<file path="config.mk">
export PLATFORM = sky130hd
export DESIGN_NAME = ex_result_stage_flat
export DESIGN_NICKNAME = d
export VERILOG_FILES = /design/src/rtl/alu_pkg.sv /design/src/rtl/ex_result_stage_if.sv /design/src/rtl/ex_skid_buf.sv /design/src/rtl/ex_result_stage.sv /design/src/flat_wrapper.sv
export SDC_FILE = /design/constraint.sdc
export NUM_CORES = 1
export LEC_CHECK = 0
export ABC_AREA = 1
export BUFFER_PORTS_ARGS = -buffer_cell sky130_fd_sc_hd__buf_2
export CORE_MARGIN = 2
export CORE_UTILIZATION = 45
export DETAILED_ROUTE_END_ITERATION = 10
export GPL_TIMING_DRIVEN = 1
export HOLD_SLACK_MARGIN = 0.05
export PLACE_DENSITY = 0.81
export SLEW_MARGIN = 20
export SYNTH_ARGS = -nofsm -noshare
export SYNTH_HDL_FRONTEND = slang
export SYNTH_SLANG_ARGS = --single-unit
</file>
<file path="constraint.sdc">
create_clock -name clk -period 1.3 [get_ports clk]
set_input_delay 0 -clock clk [delete_from_list [all_inputs] [get_ports clk]]
set_output_delay 0 -clock clk [all_outputs]
set_load 0.03 [all_outputs]
</file>
<file path="src/rtl/alu_pkg.sv">
// alu_pkg: ALU command codes, datapath widths and branch-resolve helper shared by the EX stage.
package alu_pkg;
    localparam int DW = 32;
    localparam int RW = 5;
    localparam int EW = DW + RW + 1;
    typedef enum logic [2:0] {
        ADD_ = 3'd0,
        SUB_ = 3'd1,
        AND_ = 3'd2,
        XOR_ = 3'd3,
        SLL_ = 3'd4,
        SRL_ = 3'd5,
        SRA_ = 3'd6,
        OR_  = 3'd7
    } alu_cmd_e;
    function automatic logic br_resolve(input logic eq, input logic ne, input logic zero);
        return (eq & zero) | (ne & !zero);
    endfunction
endpackage

</file>
<file path="src/rtl/ex_result_stage_if.sv">
// ex_result_stage_if: ALU-side input, MEM-side output, branch and exception signals of the EX stage.
interface ex_result_stage_if import alu_pkg::*; #(
    parameter int DW = alu_pkg::DW,
    parameter int RW = alu_pkg::RW
);
    logic          in_valid;
    logic          in_ready;
    logic [DW-1:0] alu_result;
    logic          alu_iszero;
    logic          alu_overflow;
    logic [RW-1:0] in_rd;
    logic          in_reg_write;
    logic          in_br_eq;
    logic          in_br_ne;
    logic [DW-1:0] in_pc;
    logic [DW-1:0] in_br_target;
    logic          flush;
    logic          out_valid;
    logic          out_ready;
    logic [DW-1:0] out_result;
    logic [RW-1:0] out_rd;
    logic          out_reg_write;
    logic          br_taken;
    logic [DW-1:0] br_target;
    logic          exc_valid;
    logic [DW-1:0] exc_pc;
    logic          exc_ack;
    modport slave (
        input  in_valid, alu_result, alu_iszero, alu_overflow, in_rd, in_reg_write,
               in_br_eq, in_br_ne, in_pc, in_br_target, flush, out_ready, exc_ack,
        output in_ready, out_valid, out_result, out_rd, out_reg_write,
               br_taken, br_target, exc_valid, exc_pc
    );
    modport master (
        output in_valid, alu_result, alu_iszero, alu_overflow, in_rd, in_reg_write,
               in_br_eq, in_br_ne, in_pc, in_br_target, flush, out_ready, exc_ack,
        input  in_ready, out_valid, out_result, out_rd, out_reg_write,
               br_taken, br_target, exc_valid, exc_pc
    );
endinterface

</file>
<file path="src/rtl/ex_skid_buf.sv">
// ex_skid_buf: 2-entry main/skid register pair; main drives the output, skid catches the
// one beat that can arrive after main stalls, so the upstream ready can stay registered.
module ex_skid_buf #(
    parameter int W = 8
) (
    input  logic         clk,
    input  logic         rst_n,
    input  logic         i_flush,
    input  logic         i_valid,
    input  logic [W-1:0] i_data,
    input  logic         i_stall_nxt,
    output logic         o_ready,
    output logic         o_accept,
    output logic         o_valid,
    input  logic         i_ready,
    output logic [W-1:0] o_data
);
    logic         r_main_v;
    logic         r_skid_v;
    logic [W-1:0] r_main_d;
    logic [W-1:0] r_skid_d;
    logic         r_ready;
    logic         w_main_free;
    logic         w_main_v_nxt;
    logic         w_skid_v_nxt;
    logic         w_main_load;
    logic         w_skid_load;

    assign o_accept     = i_valid & r_ready & !i_flush;
    assign w_main_free  = !r_main_v | i_ready;
    // r_ready is low whenever skid is full, so accept and skid-full never coincide
    assign w_main_v_nxt = !i_flush & (w_main_free ? (r_skid_v | o_accept) : 1'b1);
    assign w_skid_v_nxt = !i_flush & !w_main_free & (r_skid_v | o_accept);
    assign w_main_load  = w_main_free & (r_skid_v | o_accept);
    assign w_skid_load  = !w_main_free & o_accept;

    always_ff @(posedge clk or negedge rst_n) begin
        if (!rst_n) begin
            r_main_v <= 1'b0;
            r_skid_v <= 1'b0;
            r_main_d <= '0;
            r_skid_d <= '0;
            r_ready  <= 1'b1;
        end else begin
            r_main_v <= w_main_v_nxt;
            r_skid_v <= w_skid_v_nxt;
            r_ready  <= !w_skid_v_nxt & !i_stall_nxt;
            if (w_main_load) r_main_d <= r_skid_v ? r_skid_d : i_data;
            if (w_skid_load) r_skid_d <= i_data;
        end
    end

    assign o_ready = r_ready;
    assign o_valid = r_main_v;
    assign o_data  = r_main_d;
endmodule

</file>
<file path="src/rtl/ex_result_stage.sv">
// ex_result_stage: EX/MEM register stage behind the ALU; resolves BEQ/BNE and turns ADD
// overflow into a precise exception that blocks further accepts until acknowledged.
module ex_result_stage import alu_pkg::*; #(
    parameter int DW = alu_pkg::DW,
    parameter int RW = alu_pkg::RW
) (
    input logic               clk,
    input logic               rst_n,
    ex_result_stage_if.slave  bus
);
    localparam int EW = DW + RW + 1;

    logic          w_acc;
    logic          w_wr;
    logic          w_exc_nxt;
    logic [EW-1:0] w_in_d;
    logic [EW-1:0] w_out_d;
    logic          r_br_taken;
    logic [DW-1:0] r_br_target;
    logic          r_exc_valid;
    logic [DW-1:0] r_exc_pc;

    // branches and overflowing ADDs travel downstream but never update rd
    assign w_wr      = bus.in_reg_write & !bus.in_br_eq & !bus.in_br_ne & !bus.alu_overflow;
    assign w_in_d    = {bus.alu_result, bus.in_rd, w_wr};
    assign w_exc_nxt = (r_exc_valid & !bus.exc_ack) | (w_acc & bus.alu_overflow);

    ex_skid_buf #(.W(EW)) u_skid (
        .clk         (clk),
        .rst_n       (rst_n),
        .i_flush     (bus.flush),
        .i_valid     (bus.in_valid),
        .i_data      (w_in_d),
        .i_stall_nxt (w_exc_nxt),
        .o_ready     (bus.in_ready),
        .o_accept    (w_acc),
        .o_valid     (bus.out_valid),
        .i_ready     (bus.out_ready),
        .o_data      (w_out_d)
    );

    always_ff @(posedge clk or negedge rst_n) begin
        if (!rst_n) begin
            r_br_taken  <= 1'b0;
            r_br_target <= '0;
            r_exc_valid <= 1'b0;
            r_exc_pc    <= '0;
        end else begin
            r_br_taken  <= w_acc & br_resolve(bus.in_br_eq, bus.in_br_ne, bus.alu_iszero);
            r_exc_valid <= w_exc_nxt;
            if (w_acc) r_br_target <= bus.in_br_target;
            if (w_acc & bus.alu_overflow) r_exc_pc <= bus.in_pc;
        end
    end

    assign {bus.out_result, bus.out_rd, bus.out_reg_write} = w_out_d;
    assign bus.br_taken  = r_br_taken;
    assign bus.br_target = r_br_target;
    assign bus.exc_valid = r_exc_valid;
    assign bus.exc_pc    = r_exc_pc;
endmodule

</file>
<file path="src/flat_wrapper.sv">
// flat-port wrapper written by rule: the top's interface ports become plain ports
module ex_result_stage_flat import alu_pkg::*;
#(
    parameter int DW = alu_pkg::DW,
    parameter int RW = alu_pkg::RW
)
  (clk, rst_n, bus_in_valid, bus_alu_result, bus_alu_iszero, bus_alu_overflow, bus_in_rd, bus_in_reg_write, bus_in_br_eq, bus_in_br_ne, bus_in_pc, bus_in_br_target, bus_flush, bus_out_ready, bus_exc_ack, bus_in_ready, bus_out_valid, bus_out_result, bus_out_rd, bus_out_reg_write, bus_br_taken, bus_br_target, bus_exc_valid, bus_exc_pc);
  ex_result_stage_if #(.DW(DW), .RW(RW)) bus_i ();
  input logic clk;
  input logic rst_n;
  input wire logic [$bits(bus_i.in_valid)-1:0] bus_in_valid;
  input wire logic [$bits(bus_i.alu_result)-1:0] bus_alu_result;
  input wire logic [$bits(bus_i.alu_iszero)-1:0] bus_alu_iszero;
  input wire logic [$bits(bus_i.alu_overflow)-1:0] bus_alu_overflow;
  input wire logic [$bits(bus_i.in_rd)-1:0] bus_in_rd;
  input wire logic [$bits(bus_i.in_reg_write)-1:0] bus_in_reg_write;
  input wire logic [$bits(bus_i.in_br_eq)-1:0] bus_in_br_eq;
  input wire logic [$bits(bus_i.in_br_ne)-1:0] bus_in_br_ne;
  input wire logic [$bits(bus_i.in_pc)-1:0] bus_in_pc;
  input wire logic [$bits(bus_i.in_br_target)-1:0] bus_in_br_target;
  input wire logic [$bits(bus_i.flush)-1:0] bus_flush;
  input wire logic [$bits(bus_i.out_ready)-1:0] bus_out_ready;
  input wire logic [$bits(bus_i.exc_ack)-1:0] bus_exc_ack;
  output wire logic [$bits(bus_i.in_ready)-1:0] bus_in_ready;
  output wire logic [$bits(bus_i.out_valid)-1:0] bus_out_valid;
  output wire logic [$bits(bus_i.out_result)-1:0] bus_out_result;
  output wire logic [$bits(bus_i.out_rd)-1:0] bus_out_rd;
  output wire logic [$bits(bus_i.out_reg_write)-1:0] bus_out_reg_write;
  output wire logic [$bits(bus_i.br_taken)-1:0] bus_br_taken;
  output wire logic [$bits(bus_i.br_target)-1:0] bus_br_target;
  output wire logic [$bits(bus_i.exc_valid)-1:0] bus_exc_valid;
  output wire logic [$bits(bus_i.exc_pc)-1:0] bus_exc_pc;
  assign bus_i.in_valid = bus_in_valid;
  assign bus_i.alu_result = bus_alu_result;
  assign bus_i.alu_iszero = bus_alu_iszero;
  assign bus_i.alu_overflow = bus_alu_overflow;
  assign bus_i.in_rd = bus_in_rd;
  assign bus_i.in_reg_write = bus_in_reg_write;
  assign bus_i.in_br_eq = bus_in_br_eq;
  assign bus_i.in_br_ne = bus_in_br_ne;
  assign bus_i.in_pc = bus_in_pc;
  assign bus_i.in_br_target = bus_in_br_target;
  assign bus_i.flush = bus_flush;
  assign bus_i.out_ready = bus_out_ready;
  assign bus_i.exc_ack = bus_exc_ack;
  assign bus_in_ready = bus_i.in_ready;
  assign bus_out_valid = bus_i.out_valid;
  assign bus_out_result = bus_i.out_result;
  assign bus_out_rd = bus_i.out_rd;
  assign bus_out_reg_write = bus_i.out_reg_write;
  assign bus_br_taken = bus_i.br_taken;
  assign bus_br_target = bus_i.br_target;
  assign bus_exc_valid = bus_i.exc_valid;
  assign bus_exc_pc = bus_i.exc_pc;
  ex_result_stage #(.DW(DW), .RW(RW)) u_core (.clk(clk), .rst_n(rst_n), .bus(bus_i));
endmodule
</file>
==> results_dict.tcl <==
set metrics [dict create \
    postPlaceCellArea_sq_um 7600 \
    cts_buffers 17 \
    syn_inst 748 \
    arrival_ns 1.67 \
    post_drt_wl_per_cell_um 15.7 \
    dr_wl_met3_um 1350 \
    status "finished with violations" \
    root_buffer "clkbuf_16" \
    layout_commonest_cell "nand2_1" \
    startpoint_type "register" \
    syn_to_final_growth_pct 51.6 \
    synth_area_sq_um 6170 \
    avgSynthCellArea_sq_um 8.25 \
    cpMaxStageDelayCell "dfstp_2" \
    required_ns 1.60 \
    cp_cell_sequence "nand3_4 -> nand2_4 -> nand2_2 -> buf_12 -> nand2_1 -> nand2_1" \
    finalCritPeriodShare_pct 106 \
    gp_congestion 0.791 \
    dp.final_hpwl_um 11000 \
    syn_nets 860 \
    drive_gt1_share_pct 27.0 \
    finalMaxSlewViolations 0 \
    fin_skew_ns 0.0154 \
    yosysSeqAreaShare_pct 58.8 \
    hold_slack_ns 0.0718 \
    clk_path_buf_depth 2 \
    rsz0062_at_grt "true" \
    rows 42 \
    overflow 0 \
    hold_viol 0 \
    worst_slew_pin_slew_ns 0.426 \
    clk_pin_slew_ns 0.06 \
    cts_tree "yes" \
    wl_met2_um 9770 \
    ys_types 20 \
    dieArea_sq_um 14700 \
    antenna_found_initial 1 \
    routed_wl_um 19900 \
    worst_slack_ns -0.0758 \
    ctsHtreeMaxLevel 4 \
    topRoutingLayerUsed "met4" \
    maxCapViolCount 0 \
    drtAntennaViolNets 0 \
    ir_drop_mv 0.875 \
    grt_usage_pct 27.9 \
    slowest_delay_ns 0.57 \
    start_util_pct 46.4 \
    core-area_sq_um 13300 \
    postCtsSetupRepairBufs 0 \
    synth-seq-cells 145 \
    drt_iter0_drc 551 \
    insertion_delay_ns 0.42 \
    mostFrequentLayoutCells "nand2_1 (343), buf_2 (215), dfrtp_1 (143)" \
    cp_max_fo 38 \
    min_path_type "in2async" \
    grt_max_degree 68 \
    setup_tns_ns -1.54 \
    crit_top_cell "nand2_1" \
    dr_total_vias 6416 \
    via_per_inst 5.07 \
    endpoint_kind "register" \
    grt_pass1_wl_um 31500 \
    drc 0 \
    p_leak_nw 5.16 \
    finalSetupViolCount 82 \
    drt-pass1-iter-count 5 \
    violations "negative setup slack" \
    io_pins 218 \
    fmax_ghz 0.727 \
    fin_total_pwr_mw 14.3 \
    layout.nets 1189 \
    io_buffers 217 \
    critical_path_class "reg2reg" \
    ys_warn_count 0 \
    stdcell_area_sq_um 9360 \
    cts_sinks 145 \
    grt_pass1_vias 6511 \
    power_density_nw_per_um2 1530 \
    dieHeight_um 121 \
    drt-met1-wl_um 7750 \
    path_buf_inv 1 \
    path_delay_family "flip-flops" \
    slew_headroom_pct 71.6 \
    die_w_um 121 \
    period_minus_slack_ns 1.38 \
]
==> cells by family (layout without fill, tap and decap cells) <==
family | after synthesis | after routing | share of synthesized area (%)
compound gates | 112 | 112 | 9.12
simple gates | 397 | 398 | 25.4
flops | 145 | 145 | 58.8
buf+inv | 94 | 434 | 6.67
other cells | 0 | 1 | 0
==> cells in the mapped netlist <==
master    instances  area, sq um
buf_4             6         45.0
nand3_4           1         17.5
buf_1             2         7.51
nand3_1          39          195
o21ai_0         108          541
dfrtp_1         144         3600
o22ai_1           1         6.26
nor2_4            1         11.3
nor2_1            3         11.3
dfstp_2           1         26.3
nand2_1         350         1310
nand4_1           1         6.26
nor2_2            2         12.5
a21oi_1           2         10.0
inv_1            43          161
buf_6             2         22.5
buf_2            17         85.1
a31oi_1           1         6.26
clkbuf_1         21         78.8
inv_2             3         11.3
==> final timing paths <==
kind,from,endpoint,slack (ns),cells past startpoint
worst max register to register,u_core.u_skid.o_ready,u_core.u_skid.o_data[31],-0.08,6
max in group asynchronous,rst_n,u_core.u_skid.o_ready,0.65,3
worst min register to register,u_core.u_skid.o_data[10],u_core.u_skid.o_data[10],0.46,2
worst max-delay path,u_core.u_skid.o_ready,u_core.u_skid.o_data[31],-0.08,6
min in group clk,bus_in_valid,u_core.u_skid.r_skid_d[4],0.22,6
worst min-delay path,rst_n,u_core.bus.br_target[26],0.07,2
==> power breakdown <==
group,total (mW),leakage (nW),internal [mW],switching [mW]
combinational,3.84,3.07,1.27,2.57
clock,4.54,0.267,2.76,1.79
sequential,5.92,1.82,5.42,0.499
==> registers in the layout, summed over array words and instances (netlist names) <==
register / count
u_core.u_skid.o_data: 38
u_core.u_skid.r_skid_d: 38
u_core.bus.br_target: 32
u_core.bus.exc_pc: 32
u_core.bus.br_taken: 1
u_core.bus.exc_valid: 1
u_core.u_skid.o_ready: 1
u_core.u_skid.o_valid: 1
u_core.u_skid.r_skid_v: 1
==> routing by layer <==
metal,up-vias,track usage (%)
met4,0,18.6
li1,3008,-
met1,2962,32.9
met3,89,6.25
met5,-,0
met2,357,45.6
==> worst register-to-register path, delay by kind of cell, from the launching register on <==
kind / cells / cell delay (ns)
simple gates: 5 / 0.51
buf+inv: 1 / 0.17
flops: 1 / 0.57
==> final cells by class <==
cell class,count,area [sq um]
clock buffers,25,485
flip-flops and latches,145,3630
inverters,46,173
diodes,1,2.50
fillers,913,3940
well taps,176,220
clock inverters,6,57.6
repair buffers,357,2600
multi-input cells,510,2190
==> through the flow <==
step | utilization [%] | cells | setup WS [ns]
after floorplan | - | 748 | -0.118
after global placement | 57.2 | 1121 | -0.00305
after detailed placement | 57.2 | 1121 | -0.0879
after CTS | 69.8 | 1264 | -0.0455
after global routing | 70.4 | 1266 | -0.116
final | 70.4 | 1266 | -0.0758
==> timing repair <==
action,in CTS,in global routing
gates resized for setup,10,27
endpoints found under the setup margin,103,134
pin swaps,2,0
hold buffers,111,1
endpoints found under the hold margin,289,1
gates cloned,1,1
Note: power is estimated with default switching activity, not from simulation.
